$ cat src/rtl/mips_mult_pkg.sv
// Shared definitions for the sequential HI/LO multiplier.
//   - ALU-control funct codes recognised by the multiplier (multu / mfhi / mflo)
//   - FSM state encoding (IDLE / RUN / DONE, 2 bits)
//   - default operand and step-counter widths
package mips_mult_pkg;

    localparam int WIDTH_DEF = 32;
    localparam int CNT_W_DEF = 6;

    localparam logic [5:0] F_MULTU = 6'd25;
    localparam logic [5:0] F_MFHI  = 6'd16;
    localparam logic [5:0] F_MFLO  = 6'd18;

    typedef enum logic [1:0] {
        ST_IDLE = 2'd0,
        ST_RUN  = 2'd1,
        ST_DONE = 2'd2
    } mult_state_e;

endpackage

$ cat src/rtl/hilo_reg.sv
// HI/LO result register pair plus the registered mfhi/mflo read port.
// Ports:
//   clk        rising-edge clock
//   rst        synchronous active-high clear of HI, LO and the read register
//   wr_en_i    load {HI,LO} from wr_data_i
//   wr_data_i  2*WIDTH product
//   rd_hi_i    load data_o from HI at this edge
//   rd_lo_i    load data_o from LO at this edge (ignored when rd_hi_i is set)
//   data_o     registered read value for write-back
module hilo_reg #(
    parameter int WIDTH = 32
) (
    input  logic               clk,
    input  logic               rst,
    input  logic               wr_en_i,
    input  logic [2*WIDTH-1:0] wr_data_i,
    input  logic               rd_hi_i,
    input  logic               rd_lo_i,
    output logic [WIDTH-1:0]   data_o
);

    logic [WIDTH-1:0] hi_q;
    logic [WIDTH-1:0] lo_q;
    logic [WIDTH-1:0] data_q;

    // NOTE: sequential state uses non-blocking assignments so every register
    // samples the pre-edge value of the others, regardless of statement order.
    always_ff @(posedge clk) begin
        if (rst) begin
            hi_q   <= '0;
            lo_q   <= '0;
            data_q <= '0;
        end else begin
            if (wr_en_i) begin
                {hi_q, lo_q} <= wr_data_i;
            end
            // Reads never coincide with a write (writes only leave RUN,
            // reads are blocked in RUN), so the pre-edge HI/LO is current.
            if (rd_hi_i) begin
                data_q <= hi_q;
            end else if (rd_lo_i) begin
                data_q <= lo_q;
            end
        end
    end

    assign data_o = data_q;

endmodule

$ cat src/rtl/multu_hilo_unit.sv
// Sequential unsigned WIDTH x WIDTH shift-add multiplier with HI/LO registers.
// One multiplier bit is consumed per cycle; busy stalls the core while running.
// Ports:
//   clk             rising-edge clock
//   rst             synchronous active-high reset (aborts a running multiply)
//   SIG_MULTIPLIER  funct from ALU control: 25=multu, 16=mfhi, 18=mflo, else no-op
//   dataA           multiplicand (rs)
//   dataB           multiplier (rt)
//   busy            high while in RUN
//   done            one-cycle pulse in DONE, HI/LO just updated
//   dataOut         registered HI/LO read value
// Configuration:
//   MULT_EARLY_TERM_EN  when defined, RUN also ends once the remaining
//                       multiplier bits are all zero (same result, shorter run).
module multu_hilo_unit
    import mips_mult_pkg::*;
#(
    parameter int WIDTH = WIDTH_DEF,
    parameter int CNT_W = CNT_W_DEF
) (
    input  logic             clk,
    input  logic             rst,
    input  logic [5:0]       SIG_MULTIPLIER,
    input  logic [WIDTH-1:0] dataA,
    input  logic [WIDTH-1:0] dataB,
    output logic             busy,
    output logic             done,
    output logic [WIDTH-1:0] dataOut
);

    mult_state_e        state_q, state_d;
    logic [2*WIDTH-1:0] mcand_q, mcand_d;
    logic [WIDTH-1:0]   mplier_q, mplier_d;
    logic [2*WIDTH-1:0] acc_q, acc_d;
    logic [CNT_W-1:0]   cnt_q, cnt_d;

    logic               is_multu;
    logic               last_step;
    logic [2*WIDTH-1:0] acc_sum;
    logic               hilo_we;
    logic               rd_hi;
    logic               rd_lo;

    assign is_multu = (SIG_MULTIPLIER == F_MULTU);
    assign acc_sum  = mplier_q[0] ? (acc_q + mcand_q) : acc_q;

`ifdef MULT_EARLY_TERM_EN
    // Stop when the bits left after this step are all zero.
    assign last_step = (cnt_q == CNT_W'(WIDTH - 1)) || (mplier_q[WIDTH-1:1] == '0);
`else
    assign last_step = (cnt_q == CNT_W'(WIDTH - 1));
`endif

    always_ff @(posedge clk) begin
        if (rst) begin
            state_q  <= ST_IDLE;
            mcand_q  <= '0;
            mplier_q <= '0;
            acc_q    <= '0;
            cnt_q    <= '0;
        end else begin
            state_q  <= state_d;
            mcand_q  <= mcand_d;
            mplier_q <= mplier_d;
            acc_q    <= acc_d;
            cnt_q    <= cnt_d;
        end
    end

    // NOTE: every signal driven here gets a default first; a path that leaves
    // one unassigned would infer a latch.
    always_comb begin
        state_d  = state_q;
        mcand_d  = mcand_q;
        mplier_d = mplier_q;
        acc_d    = acc_q;
        cnt_d    = cnt_q;
        hilo_we  = 1'b0;

        case (state_q)
            ST_IDLE, ST_DONE: begin
                if (is_multu) begin
                    mcand_d  = {{WIDTH{1'b0}}, dataA};
                    mplier_d = dataB;
                    acc_d    = '0;
                    cnt_d    = '0;
                    state_d  = ST_RUN;
                end else begin
                    state_d  = ST_IDLE;
                end
            end
            ST_RUN: begin
                acc_d    = acc_sum;
                mcand_d  = mcand_q << 1;
                mplier_d = mplier_q >> 1;
                cnt_d    = cnt_q + CNT_W'(1);
                if (last_step) begin
                    hilo_we = 1'b1;
                    state_d = ST_DONE;
                end
            end
            default: state_d = ST_IDLE;
        endcase
    end

    // Reads are dropped while a multiply is in flight; dataOut holds.
    assign rd_hi = (SIG_MULTIPLIER == F_MFHI) && (state_q != ST_RUN);
    assign rd_lo = (SIG_MULTIPLIER == F_MFLO) && (state_q != ST_RUN);

    assign busy = (state_q == ST_RUN);
    assign done = (state_q == ST_DONE);

    hilo_reg #(
        .WIDTH (WIDTH)
    ) u_hilo (
        .clk       (clk),
        .rst       (rst),
        .wr_en_i   (hilo_we),
        .wr_data_i (acc_sum),
        .rd_hi_i   (rd_hi),
        .rd_lo_i   (rd_lo),
        .data_o    (dataOut)
    );

endmodule
$ cat config.mk
export PLATFORM = sky130hd
export DESIGN_NAME = multu_hilo_unit
export DESIGN_NICKNAME = d
export VERILOG_FILES = /design/src/rtl/mips_mult_pkg.sv /design/src/rtl/hilo_reg.sv /design/src/rtl/multu_hilo_unit.sv
export SDC_FILE = /design/constraint.sdc
export NUM_CORES = 1
export LEC_CHECK = 0
export ABC_AREA = 1
export BUFFER_PORTS_ARGS = -buffer_cell sky130_fd_sc_hd__buf_2
export CORE_MARGIN = 4
export CORE_UTILIZATION = 39
export DETAILED_ROUTE_END_ITERATION = 10
export PLACE_DENSITY = 0.61
export REMOVE_ABC_BUFFERS = 1
export SYNTH_ARGS = -nofsm -noshare
export SYNTH_HDL_FRONTEND = slang
export SYNTH_HIERARCHICAL = 1
export SYNTH_SLANG_ARGS = --single-unit
export TNS_END_PERCENT = 50
$ cat constraint.sdc
create_clock -name clk -period 3.95 [get_ports clk]
set_input_delay 0.79 -clock clk [delete_from_list [all_inputs] [get_ports clk]]
set_output_delay 0.79 -clock clk [all_outputs]
set_load 0.01 [all_outputs]
==> flow_summary.ini <==
[outcome]
status = completed

[global_route]
grt_max_degree = 131
grt_pass1_vias = 15751
grt_first_pass_wirelength_microns = 88020
antenna_found_initial = 0
grt_util_all_layers = 0.2343
grt-ovfl-total = 0

[sta]
layout_setup_ws_ps = 1228
fin_skew_ps = 37.11
slew_headroom = 0.3698
worst_pin_slew_ps = 945.3
slew_viol_final = 0
max_freq_ghz = 0.3674
min_period_ps = 2722
rsz0062_at_grt = false
holdWs_ps = 442.1
hold_viol = 0
setup_viol = 0
setup_tns_ps = 0
fin_crit_sh = 0.6891

[setup_path]
rr_endpoint = u_hilo/hi_q[12]
start_kind = register
r2r_slack_ps = 1230
crit_type = reg2reg
max_stage_delay_ps = 380
crit_fanout = 3
cp.arrival_ps = 3150
critPathCaptureType = register
r2r-start = acc_q[0]
r2r_cells = 16
cp_cell_sequence = ha_1 > inv_1 > fa_1 > inv_1 > nand3_1 > nand2_2 > nand3_1 > nand3b_1 > nand2_1 > nand2_1 > nand2_1 > nand3_1 > nand3_1 > and2_1 > nand2_1 > a21oi_1
cp.required_ps = 4380
cpMaxStageDelayCell = dfxtp_1

[layout]
fill_cells = 4694
syn_to_final_growth_pct = 11.56
drive_above_1_share = 0.1058
finalNetCount = 2969
n_antenna_cell = 0
register_area_sq_um = 5289
stdcell_count = 3440
multi_input_area_sq_um = 9550

[clock_network]
root_buffer = clkbuf_16
ctsResizeCount = 0
cts_tree = yes
clock_sinks = 264
cts_buffer_depth = 3
cts_hold_buf = 0
cts_buffers = 31
postCtsSetupBuffers = 0
clk_latency_ps = 610
path_clk_slew_ps = 60
htree_levels = 1

[logic_synthesis]
synth_area_sq_um = 17010
synthDistinctLibCells = 48
yosys_warnings = 6
synthTopCellsByArea = dfxtp_1, nand2_1, inv_1
synth_top_area_cell = dfxtp_1
ys_async_sr_fraction = 0
ys_ff_latch = 264
ys.flop_type = dfxtp_1
yosysSeqAreaShare = 0.3107
synth_edf_count = 0
synth_area_per_cell_sq_um = 6.103
synthTopCellsByCount = nand2_1, inv_1, dfxtp_1
post-synth-top-area-fraction = 0.3107
synthCells = 2787
synth_most_common_cell = nand2_1

[pwr]
combPwrFrac = 0.047
switching_power_uw = 1403
internal-power_uw = 4529
pwr-share-clk = 0.497
leakage_uw = 0.008825
power_uw = 5932
ir_worst_vdd_mv = 0.2654
p_seq_frac = 0.457
powerDensity_nw_per_um2 = 312.6
switching_share = 0.2365

[hold_path]
holdPathStages = 3
hold_end = mplier_q[31]
min_from = dataB[31]
hp-class = in2reg

[placement]
gp_congestion = 0.9391
portBuffers = 105
dp.cells = 3384
dp_hpwl_microns = 42280
place_ws_ps = 1034

[drt]
route.detailed.drc = 0
dr.pass1.iters = 8
vias = 16956
first_iter_violations = 1392
routedWlPerCell_microns = 16.47
via_per_inst = 4.929
ant_nets = 0
wl_microns = 56660

[die]
die-area_sq_um = 47020
io_pins = 106
die_width_microns = 216.8
initial_core_util = 0.3949
core.rowCount = 76
die_h_microns = 216.8
coreArea_sq_um = 43080

[flow_run]
maxCapViolations = 0
## layout make-up
type,instances,share of cell area
inverters,439,0.08690
repair buffers,124,0.03686
well taps,585,0.03857
multi-input cells,1972,0.5033
flip-flops and latches,264,0.2787
clock inverters,14,0.007781
clock buffers,42,0.04787
## worst max path at each step
stage	slack (ps)	cells after the start	endpoint	start
floorplan	-5510	8	u_hilo/data_o[0]	state_q[1]
global placement	1090	10	mcand_q[0]	SIG_MULTIPLIER[0]
detailed placement	1030	10	acc_q[54]	SIG_MULTIPLIER[0]
CTS	1210	13	u_hilo/lo_q[31]	mcand_q[29]
global route	1000	17	u_hilo/hi_q[26]	acc_q[0]
finish	1230	16	u_hilo/hi_q[12]	acc_q[0]
## cell usage in the layout, fill, tap and decap left out, types with 17 or more instances in the layout
cell type,n
nand2_1,1003
inv_1,430
dfxtp_1,263
a21oi_1,241
nor2_1,231
buf_2,104
nand3_1,100
ha_1,64
o221ai_1,56
nor3_1,44
or2_2,32
clkbuf_16,32
nand2_2,29
xnor2_1,27
and2_1,26
nor2_2,22
buf_4,17
## critical path, delay by kind of cell (launching register included)
kind,cells,cell delay (ps)
flops,1,380
compound gates,1,60
simple gates,11,1370
buf+inv,2,150
fa+ha+maj,2,570
## power groups by stage
stage / Sequential, uW / Combinational (uW) / Clock [uW]
2_1_floorplan: 2770 / 138 / 0
3_3_place_gp: 2770 / 273 / 0
3_5_place_dp: 2770 / 274 / 0
4_1_cts: 2710 / 276 / 3020
5_1_grt: 2710 / 308 / 3120
6_report: 2710 / 276 / 2950
## cell families (layout without fill, tap and decap cells)
group | Yosys count | count (layout) | share of synthesized area
fa+ha+maj | 65 | 65 | 0.04826
simple gates | 1518 | 1518 | 0.3716
flops | 264 | 264 | 0.3107
compound gates | 359 | 359 | 0.1247
buf+inv | 551 | 619 | 0.1293
xor+xnor | 30 | 30 | 0.01545
## per-stage QoR
step / cell area [sq um] / util
3_3_place_gp: 17920 / 0.4160
2_1_floorplan: 16460 / -
6_report: 18980 / 0.4405
4_1_cts: 18980 / 0.4405
5_1_grt: 18980 / 0.4405
3_5_place_dp: 17920 / 0.4160
## registers in the layout, summed over array words and instances, names as in the netlist
signal / count
mcand_q: 64
cnt_q: 6
u_hilo/data_o: 32
mplier_q: 32
state_q: 2
acc_q: 64
u_hilo/lo_q: 32
u_hilo/hi_q: 32
## metal layers
layer  routed length, microns  track usage  vias to the layer above  part of all wire
li1                         -            -                     8724                 -
met1                    27640       0.3402                     7767              0.49
met2                    24500       0.3704                      377              0.43
met3                     2777      0.02276                       88             0.049
met4                     1742      0.06890                        0             0.031
met5                        0            0                        -                 0
Power figures use the tool's default switching activity.
